[config.mk]
export PLATFORM = sky130hd
export DESIGN_NAME = hall_pulse_conditioner_flat
export DESIGN_NICKNAME = d
export VERILOG_FILES = /design/src/rtl/hall_pulse_conditioner_pkg.sv /design/src/rtl/hall_pulse_conditioner_if.sv /design/src/rtl/hall_pulse_conditioner_chan_filter.sv /design/src/rtl/hall_pulse_conditioner.sv /design/src/flat_wrapper.sv
export SDC_FILE = /design/constraint.sdc
export NUM_CORES = 1
export LEC_CHECK = 0
export ABC_AREA = 1
export ABC_CLOCK_PERIOD_IN_PS = 1800
export CAP_MARGIN = 25
export CORE_MARGIN = 4
export CORE_UTILIZATION = 52
export DETAILED_ROUTE_END_ITERATION = 8
export PLACE_DENSITY = 0.86
export SLEW_MARGIN = 20
export SYNTH_ARGS = -nofsm -noshare
export SYNTH_HDL_FRONTEND = slang
export SYNTH_SLANG_ARGS = --single-unit
[constraint.sdc]
create_clock -name clk -period 1.8 [get_ports clk]
set_input_delay 0.45 -clock clk [delete_from_list [all_inputs] [get_ports clk]]
set_output_delay 0.45 -clock clk [all_outputs]
set_load 0.01 [all_outputs]
[src/rtl/hall_pulse_conditioner_pkg.sv]
// ---------------------------------------------------------------------------
// hall_pulse_conditioner_pkg: Hall conditioner defaults shared with dcmctrl.
// rev 1.0
// ---------------------------------------------------------------------------
`default_nettype none

package hall_pulse_conditioner_pkg;

  localparam int HALL_FILTER_DEFAULT   = 48;
  localparam int HALL_PRESCALE_DEFAULT = 8;
  localparam int HALL_PERIOD_W         = 16;
  localparam int HALL_N_CHANNELS       = 6;

  // Counter must hold 0..FILTER_CYCLES-1 and stay >= 1 bit wide.
  function automatic int hall_fcnt_width(input int filter_cycles);
    return (filter_cycles < 1) ? 1 : $clog2(filter_cycles + 1);
  endfunction

endpackage

`default_nettype wire

[src/rtl/hall_pulse_conditioner_if.sv]
// ---------------------------------------------------------------------------
// hall_pulse_conditioner_if: raw Hall lines in, conditioned pulses/periods out.
// rev 1.0
// ---------------------------------------------------------------------------
`default_nettype none

interface hall_pulse_conditioner_if #(
  parameter int N_CHANNELS = hall_pulse_conditioner_pkg::HALL_N_CHANNELS,
  parameter int PERIOD_W   = hall_pulse_conditioner_pkg::HALL_PERIOD_W
);

  logic [N_CHANNELS-1:0]          hall_in;
  logic [N_CHANNELS-1:0]          pulse_out;
  logic [N_CHANNELS-1:0]          edge_strobe;
  logic [N_CHANNELS*PERIOD_W-1:0] period;
  logic [N_CHANNELS-1:0]          period_valid;
  logic [N_CHANNELS-1:0]          stall;

  modport master (
    output hall_in,
    input  pulse_out, edge_strobe, period, period_valid, stall
  );

  modport slave (
    input  hall_in,
    output pulse_out, edge_strobe, period, period_valid, stall
  );

endinterface

`default_nettype wire

[src/rtl/hall_pulse_conditioner_chan_filter.sv]
// ---------------------------------------------------------------------------
// hall_chan_filter: one Hall channel - sync, glitch filter, edge, period.
// rev 1.0
// ---------------------------------------------------------------------------
`default_nettype none

module hall_chan_filter
  import hall_pulse_conditioner_pkg::*;
#(
  parameter int FILTER_CYCLES = HALL_FILTER_DEFAULT,
  parameter int PERIOD_W      = HALL_PERIOD_W
) (
  input  logic                clk,
  input  logic                reset_n,
  input  logic                tick,
  input  logic                hall_in,
  output logic                pulse_out,
  output logic                edge_strobe,
  output logic [PERIOD_W-1:0] period,
  output logic                period_valid,
  output logic                stall
);

  localparam int FCNT_W = hall_fcnt_width(FILTER_CYCLES);
  localparam logic [FCNT_W-1:0]   FCNT_LAST = FCNT_W'(FILTER_CYCLES - 1);
  localparam logic [PERIOD_W-1:0] PCNT_MAX  = '1;

  logic                s1_q, s1_d;
  logic                s2_q, s2_d;
  logic                pulse_q, pulse_d;
  logic [FCNT_W-1:0]   fcnt_q, fcnt_d;
  logic                edge_q, edge_d;
  logic [PERIOD_W-1:0] pcnt_q, pcnt_d;
  logic [PERIOD_W-1:0] period_q, period_d;
  logic                valid_q, valid_d;
  logic                stall_q, stall_d;
  logic                have_edge_q, have_edge_d;

  always_comb begin
    s1_d        = hall_in;
    s2_d        = s1_q;
    pulse_d     = pulse_q;
    fcnt_d      = fcnt_q;
    pcnt_d      = pcnt_q;
    period_d    = period_q;
    valid_d     = 1'b0;
    have_edge_d = have_edge_q;

    if (s2_q == pulse_q) begin
      fcnt_d = '0;
    end else if (fcnt_q == FCNT_LAST) begin
      pulse_d = s2_q;
      fcnt_d  = '0;
    end else begin
      fcnt_d = fcnt_q + FCNT_W'(1);
    end

    edge_d = pulse_d & ~pulse_q;

    // The strobe cycle restarts the count; a coincident tick is already counted.
    if (edge_q) begin
      pcnt_d      = tick ? PERIOD_W'(1) : '0;
      have_edge_d = 1'b1;
      if (have_edge_q) begin
        period_d = pcnt_q;
        valid_d  = 1'b1;
      end
    end else if (tick && (pcnt_q != PCNT_MAX)) begin
      pcnt_d = pcnt_q + PERIOD_W'(1);
    end

    stall_d = (pcnt_d == PCNT_MAX);
  end

  always_ff @(posedge clk or negedge reset_n) begin
    if (!reset_n) begin
      s1_q        <= 1'b0;
      s2_q        <= 1'b0;
      pulse_q     <= 1'b0;
      fcnt_q      <= '0;
      edge_q      <= 1'b0;
      pcnt_q      <= '0;
      period_q    <= '0;
      valid_q     <= 1'b0;
      stall_q     <= 1'b0;
      have_edge_q <= 1'b0;
    end else begin
      s1_q        <= s1_d;
      s2_q        <= s2_d;
      pulse_q     <= pulse_d;
      fcnt_q      <= fcnt_d;
      edge_q      <= edge_d;
      pcnt_q      <= pcnt_d;
      period_q    <= period_d;
      valid_q     <= valid_d;
      stall_q     <= stall_d;
      have_edge_q <= have_edge_d;
    end
  end

  assign pulse_out    = pulse_q;
  assign edge_strobe  = edge_q;
  assign period       = period_q;
  assign period_valid = valid_q;
  assign stall        = stall_q;

endmodule

`default_nettype wire

[src/rtl/hall_pulse_conditioner.sv]
// ---------------------------------------------------------------------------
// hall_pulse_conditioner: per-channel Hall conditioning plus shared prescaler.
// rev 1.0
// ---------------------------------------------------------------------------
`default_nettype none

module hall_pulse_conditioner
  import hall_pulse_conditioner_pkg::*;
#(
  parameter int N_CHANNELS    = HALL_N_CHANNELS,
  parameter int FILTER_CYCLES = HALL_FILTER_DEFAULT,
  parameter int PRESCALE_EXP  = HALL_PRESCALE_DEFAULT,
  parameter int PERIOD_W      = HALL_PERIOD_W
) (
  input logic                      clk,
  input logic                      reset_n,
  hall_pulse_conditioner_if.slave  bus
);

  logic                          tick;
  logic [N_CHANNELS-1:0]          pulse_w;
  logic [N_CHANNELS-1:0]          edge_w;
  logic [N_CHANNELS*PERIOD_W-1:0] period_w;
  logic [N_CHANNELS-1:0]          valid_w;
  logic [N_CHANNELS-1:0]          stall_w;

  generate
    if (PRESCALE_EXP == 0) begin : g_tick_every_clk
      assign tick = 1'b1;
    end else begin : g_prescaler
      logic [PRESCALE_EXP-1:0] pre_q, pre_d;

      always_comb begin
        pre_d = pre_q + PRESCALE_EXP'(1);
      end

      always_ff @(posedge clk or negedge reset_n) begin
        if (!reset_n) begin
          pre_q <= '0;
        end else begin
          pre_q <= pre_d;
        end
      end

      assign tick = &pre_q;
    end
  endgenerate

  generate
    for (genvar i = 0; i < N_CHANNELS; i++) begin : g_chan
      hall_chan_filter #(
        .FILTER_CYCLES (FILTER_CYCLES),
        .PERIOD_W      (PERIOD_W)
      ) u_chan (
        .clk          (clk),
        .reset_n      (reset_n),
        .tick         (tick),
        .hall_in      (bus.hall_in[i]),
        .pulse_out    (pulse_w[i]),
        .edge_strobe  (edge_w[i]),
        .period       (period_w[i*PERIOD_W +: PERIOD_W]),
        .period_valid (valid_w[i]),
        .stall        (stall_w[i])
      );
    end
  endgenerate

  assign bus.pulse_out    = pulse_w;
  assign bus.edge_strobe  = edge_w;
  assign bus.period       = period_w;
  assign bus.period_valid = valid_w;
  assign bus.stall        = stall_w;

endmodule

`default_nettype wire
[src/flat_wrapper.sv]
// flat-port wrapper written by rule: the top's interface ports become plain ports
module hall_pulse_conditioner_flat import hall_pulse_conditioner_pkg::*;
#(
  parameter int N_CHANNELS    = HALL_N_CHANNELS,
  parameter int FILTER_CYCLES = HALL_FILTER_DEFAULT,
  parameter int PRESCALE_EXP  = HALL_PRESCALE_DEFAULT,
  parameter int PERIOD_W      = HALL_PERIOD_W
)
  (clk, reset_n, bus_hall_in, bus_pulse_out, bus_edge_strobe, bus_period, bus_period_valid, bus_stall);
  hall_pulse_conditioner_if #(.N_CHANNELS(N_CHANNELS), .PERIOD_W(PERIOD_W)) bus_i ();
  input logic clk;
  input logic reset_n;
  input wire logic [$bits(bus_i.hall_in)-1:0] bus_hall_in;
  output wire logic [$bits(bus_i.pulse_out)-1:0] bus_pulse_out;
  output wire logic [$bits(bus_i.edge_strobe)-1:0] bus_edge_strobe;
  output wire logic [$bits(bus_i.period)-1:0] bus_period;
  output wire logic [$bits(bus_i.period_valid)-1:0] bus_period_valid;
  output wire logic [$bits(bus_i.stall)-1:0] bus_stall;
  assign bus_i.hall_in = bus_hall_in;
  assign bus_pulse_out = bus_i.pulse_out;
  assign bus_edge_strobe = bus_i.edge_strobe;
  assign bus_period = bus_i.period;
  assign bus_period_valid = bus_i.period_valid;
  assign bus_stall = bus_i.stall;
  hall_pulse_conditioner #(.N_CHANNELS(N_CHANNELS), .FILTER_CYCLES(FILTER_CYCLES), .PRESCALE_EXP(PRESCALE_EXP), .PERIOD_W(PERIOD_W)) u_core (.clk(clk), .reset_n(reset_n), .bus(bus_i));
endmodule
---- Word-level counts from Yosys, hierarchy flattened ----
Index checks and enable logic that the tools add are counted.
word-level totals
  register bits after elaboration ......... 278
  logic and storage cells ................. 172
cells by class
  $add $sub $neg .......................... 13
  equality and inequality tests ........... 24
  multiplexer cells ....................... 49
  bitwise operators ....................... 12
  reductions and logical operators ........ 13
operator list
  cell                                            count
  two-way mux 16 bit                              12
  adder 16 x 1 -> 16 bit (second input constant)  6
  equality test 16 bit (second input constant)    6
  != test 16 bit (second input constant)          6
  two-way mux 6 bit                               12
  adder 6 x 1 -> 6 bit (second input constant)    6
  equality test 6 bit (second input constant)     6
  two-way mux 1 bit                               25
  AND reduction 2 bit                             6
  adder 8 x 1 -> 8 bit (second input constant)    1
  AND reduction 8 bit                             1
  AND 1 bit                                       6
  equality test 1 bit                             6
  logical AND 1 bit                               6
  NOT 1 bit                                       6

---- Logic depth before layout (Yosys ltp) ----
  depth in word-level cells ............... 5
  depth in mapped cells ................... 14
  gate-level depth less buffers ........... 14

---- Hierarchy ----
From an unflattened synthesis, not the netlist that was laid out.
unflattened totals
  cell total of the unflattened synthesis .. 1829
  area total of the unflattened synthesis .. 14057.2 um^2
modules (own cells, without submodules)
  module                  instances  cells each  area each (um^2)  sequential area each (um^2)
  hall_chan_filter        6          298         2280.9            1126.1
  hall_pulse_conditioner  1          41          371.6             200.2

---- Least setup slack after synthesis ----
Ideal clock, no wire load.
  path kind ............................... reg2reg
  start point ............................. register u_core.g_prescaler.pre_q[0]
  end point ............................... register u_core.g_chan[5].u_chan.stall_q
  setup time .............................. 71 ps
  arrival time ............................ 1767 ps
  setup slack ............................. -38 ps
  cell stages (with the launch flop) ...... 13
  path buffers ............................ 1
  period minus slack after synthesis ...... 1838 ps
  cell sequence ........................... dfrtp_1 > ha_1 > nand3_2 > nor3_4 > inv_2 > nor2_4 > buf_2 > nand2_1 > nand2_1 > nand3_1 > nor2_1 > nand2_1 > nor2_1
on the way
  word-level cells in the longest chain between the ends .. 5
  elaborated cells on any way between the ends .. 6
  classes of those cells .................. eq/ne: 1; mux: 3; reduce/logical: 2
RTL lines
  what                                 RTL line                                  text
  from (decl)                          hall_pulse_conditioner.sv:31              logic [PRESCALE_EXP-1:0] pre_q, pre_d;
  from (signal assigned)               hall_pulse_conditioner.sv:41              pre_q <= pre_d;
  AND reduction 8 bit *                hall_pulse_conditioner.sv:45              assign tick = &pre_q;
  logical AND 1 bit                    hall_pulse_conditioner_chan_filter.sv:68  end else if (tick && (pcnt_q != PCNT_MAX)) begin
  two-way mux 16 bit                   hall_pulse_conditioner_chan_filter.sv:68
  two-way mux 16 bit *                 hall_pulse_conditioner_chan_filter.sv:61  if (edge_q) begin
  equality test 16 bit *               hall_pulse_conditioner_chan_filter.sv:72  stall_d = (pcnt_d == PCNT_MAX);
  via u_core.g_chan[5].u_chan.stall_d  hall_pulse_conditioner_chan_filter.sv:36  logic stall_q, stall_d;
  to (signal assigned)                 hall_pulse_conditioner_chan_filter.sv:96  stall_q <= stall_d;
  to (decl)                            hall_pulse_conditioner_chan_filter.sv:36
The timed path passes the listed nets; every way through them passes the cells marked *.
A chain may end at the register's enable or synchronous reset.

---- Worst setup path in the final report ----
  start point ............................. register u_core.g_prescaler.pre_q[0]
  end point ............................... register u_core.g_chan[3].u_chan.stall_q
on the way
  word-level cells in the longest chain between the ends .. 5
  elaborated cells on any way between the ends .. 6
  classes of those cells .................. eq/ne: 1; mux: 3; reduce/logical: 2
RTL lines
  what                                 RTL line
  AND reduction 8 bit *                hall_pulse_conditioner.sv:45
  logical AND 1 bit                    hall_pulse_conditioner_chan_filter.sv:68
  two-way mux 16 bit                   hall_pulse_conditioner_chan_filter.sv:68
  two-way mux 16 bit *                 hall_pulse_conditioner_chan_filter.sv:61
  equality test 16 bit *               hall_pulse_conditioner_chan_filter.sv:72
  via u_core.g_chan[3].u_chan.stall_d  hall_pulse_conditioner_chan_filter.sv:36
  to (signal assigned)                 hall_pulse_conditioner_chan_filter.sv:96
  to (decl)                            hall_pulse_conditioner_chan_filter.sv:36
Marks and branches as above.

==> results.cfg <==
[run_status]
status = finished with violations
violations = setup timing

[timing]
maxSlewHeadroom_pct = 60.4
rsz0062_at_grt = true
max_slew.worst_pin.slew_ns = 0.593
setup_violations = 41
timing.fmax_mhz = 482
final.setup.worst_slack_ns = -0.274
finalClockSkew_ns = 0.0127
min_period_ns = 2.07
drv_slew = 0
hold_violations = 0
finalCritPeriodShare_pct = 115
fin_setup_tns_ns = -2.70

[synth]
yosysUniqueCellTypes = 29
synth.avg_cell_area_um2 = 7.69
synth_area_um2 = 13800
yosys_warnings = 0
ys_ff_latch = 278
syn-num-nets = 1821
synth_cells = 1800
ys_seq_area_share_pct = 50.3

[worst_setup_path]
cp_cell_sequence = ha_4 > nand3_4 > nor3_4 > buf_12 > inv_16 > nor2_4 > buf_12 > nand2_4 > nand2_1 > nand3_2 > nor2_2 > nand2_1 > nor2_1
cp.required_ns = 2.30
end_kind = register
setup.worst_path.start_class = register
worstReg2RegStart = u_core.g_prescaler.pre_q[0]$_DFF_PN0_
worst-setup-path-type = reg -> reg
reg2reg_depth = 13
crit_slowest_cell = dfrtp_1
cp_data_arrival_time_ns = 2.57
r2r_end = u_core.g_chan[3].u_chan.stall$_DFF_PN0_
critPathMaxFanout = 8
r2r_slack_ns = -0.27
slowest_delay_ns = 0.40

[route]
routed_via_density = 5.39
routed_wl_um = 41300
drcViolationCount = 0
routedWlPerCell_um = 16.3
ant_nets = 0
first_pass_iters = 5
vias = 13700
drt_iter0_drc = 1115

[floorplanning]
initial_utilization_pct = 53.0
ioPinCount = 128
fp-row-count = 59
die_area_um2 = 29300
die_y_um = 171
die_w_um = 171
core_area_um2 = 26100

[min_path]
min_path_cells = 1
hp-class = in -> reg
whs_endpoint = u_core.g_chan[3].u_chan.s1_q$_DFF_PN0_
min_from = bus_hall_in[3]

[layout]
layout_commonest_cell = nand2_1
register_area_um2 = 6960
multi_input_area_um2 = 6810
syn_to_final_growth_pct = 41.8
nets = 2198
final_util_pct = 75.1
most-common-layout-cells = nand2_1 (519), dfrtp_1 (277), buf_4 (230)
drive_gt1_share_pct = 26.4
layout.cells.non_filler = 2537
fillers = 1812

[global_route]
track_usage_pct = 26.5
grt_max_degree = 59
grt_pass1_wl_um = 64200
gr-total-overflow = 0
grt_pass1_vias = 13500
antenna_found_initial = 0

[clocking]
clk_path_buf_depth = 3
path_clk_slew_ns = 0.07
cts_buffers = 30
clock-sinks = 278
cts_tree = done
clk-insertion-delay-late_ns = 0.56
htreeDepth = 1
cts_root_buf = clkbuf_16

[power]
power.switching_mw = 2.78
combPwrFrac_pct = 1.9
totalPowerFinal_mw = 13.2
p_leak_nw = 10.3
p_int_mw = 10.5
powerDensity_nw_per_um2 = 675
irDropWorstVdd_mv = 0.619
p_clk_share_pct = 50.2
pwr-share-seq_pct = 47.9
sw_frac_of_total_pct = 21.0

[placed_design]
port_buffers = 127
gp_congestion = 0.945
hpwl_um = 27000
dp_cells = 2456

[flow_run]
cap_violations = 0
-- state kept, by name, indices dropped and copies added (netlist names) --
register	flops
u_core.g_chan.u_chan.have_edge_q	6
u_core.g_chan.u_chan.stall	6
u_core.g_chan.u_chan.period_valid	6
u_core.g_chan.u_chan.pulse_out	6
u_core.g_chan.u_chan.pcnt_q	96
u_core.g_chan.u_chan.edge_strobe	6
u_core.g_chan.u_chan.s1_q	6
u_core.g_chan.u_chan.period	96
u_core.g_chan.u_chan.fcnt_q	36
u_core.g_chan.u_chan.s2_q	6
u_core.g_prescaler.pre_q	8
-- synth_stat cells (all sizes together) --
cell type / n / area, µm²
a21oi: 58 / 290
and2: 3 / 18.8
buf: 41 / 282
clkbuf: 31 / 118
clkinv: 6 / 22.5
dfrtp: 278 / 6960
ha: 13 / 163
inv: 167 / 627
nand2: 604 / 2270
nand3: 129 / 651
nand3b: 10 / 75.1
nand4: 39 / 244
nor2: 221 / 885
nor3: 20 / 111
nor3b: 1 / 7.51
o21ai: 111 / 556
o22ai: 4 / 25.0
or2: 8 / 50.1
xnor2: 10 / 87.6
xor2: 46 / 403
-- power groups by stage --
stage	clock network, mW	registers (mW)	logic [mW]
final	6.65	6.34	0.256
after global routing	7.02	6.34	0.296
after CTS	6.73	6.34	0.266
after detailed placement	0	6.45	0.260
after global placement	0	6.45	0.247
after floorplan	0	6.44	0.0704
-- how the worst max path moves through the flow --
stage / slack, ns / startpoint / to / depth (start not counted)
after floorplan: -0.02 / u_core.g_prescaler.pre_q[0]$_DFF_PN0_ / u_core.g_chan[5].u_chan.stall$_DFF_PN0_ / 12
after global placement: -0.21 / u_core.g_chan[5].u_chan.pcnt_q[0]$_DFF_PN0_ / u_core.g_chan[5].u_chan.stall$_DFF_PN0_ / 13
after detailed placement: -0.25 / u_core.g_prescaler.pre_q[0]$_DFF_PN0_ / u_core.g_chan[2].u_chan.stall$_DFF_PN0_ / 12
after CTS: -0.26 / u_core.g_prescaler.pre_q[1]$_DFF_PN0_ / u_core.g_chan[2].u_chan.stall$_DFF_PN0_ / 13
after global routing: -0.39 / u_core.g_prescaler.pre_q[0]$_DFF_PN0_ / u_core.g_chan[3].u_chan.stall$_DFF_PN0_ / 13
final: -0.27 / u_core.g_prescaler.pre_q[0]$_DFF_PN0_ / u_core.g_chan[3].u_chan.stall$_DFF_PN0_ / 13
-- metrics by stage --
stage                     setup WS, ns  hold WS, ns  area, µm²
after floorplan                -0.0182        0.154      13900
after global placement          -0.205        0.337      17300
after detailed placement        -0.254        0.339      17300
after CTS                       -0.261        0.311      18700
after global routing            -0.392        0.329      19600
final                           -0.274        0.335      19600
-- critical path, delay by kind of cell, from the launching register on --
kind | cells | cell delay [ns]
buffers and inverters | 3 | 0.41
and+or+nand+nor | 9 | 1.03
adders and majority gates | 1 | 0.17
DFF | 1 | 0.40
-- area by class of cell --
| cell class | count | share of cell area (%) |
|---|---|---|
| sequential | 278 | 35.5 |
| tap | 335 | 2.14 |
| inverter | 173 | 3.39 |
| timing repair inverter | 1 | 0.0191 |
| clock buffer | 38 | 4.18 |
| multi-input combinational | 1277 | 34.7 |
| antenna | 1 | 0.0128 |
| timing repair buffer | 416 | 18.8 |
| clock inverter | 18 | 1.31 |
-- cell families (layout without fill, tap and decap cells) --
logic type,Yosys count,after routing,share of synthesized area [%]
other,0,1,0
and+or+nand+nor,1035,1035,31.1
AOI/OAI and AO/OA,173,173,6.29
buffers and inverters,245,646,7.58
DFF,278,278,50.3
xor gates and xnor gates,56,56,3.54
adders and majority gates,13,13,1.18
-- per-layer routing --
metal  track usage (%)  wire length, µm  part of all wire, %  vias up
li1                  -                -                    -     6456
met1              34.4            16700                   40     6585
met2              46.4            20800                   50      494
met3              3.47             2270                  5.5      134
met4              8.23             1500                  3.6        0
met5                 0                0                    0        -
-- what timing repair did --
item                                    in CTS  in global routing
pin swaps                                   18                117
setup buffers                               16                 18
hold buffers                                 1                  0
gates resized for setup                    193                271
endpoints found under the setup margin     172                 92
hold endpoints to repair                    36                  0
cloned                                       6                  2
Power figures use the tool's default switching activity.
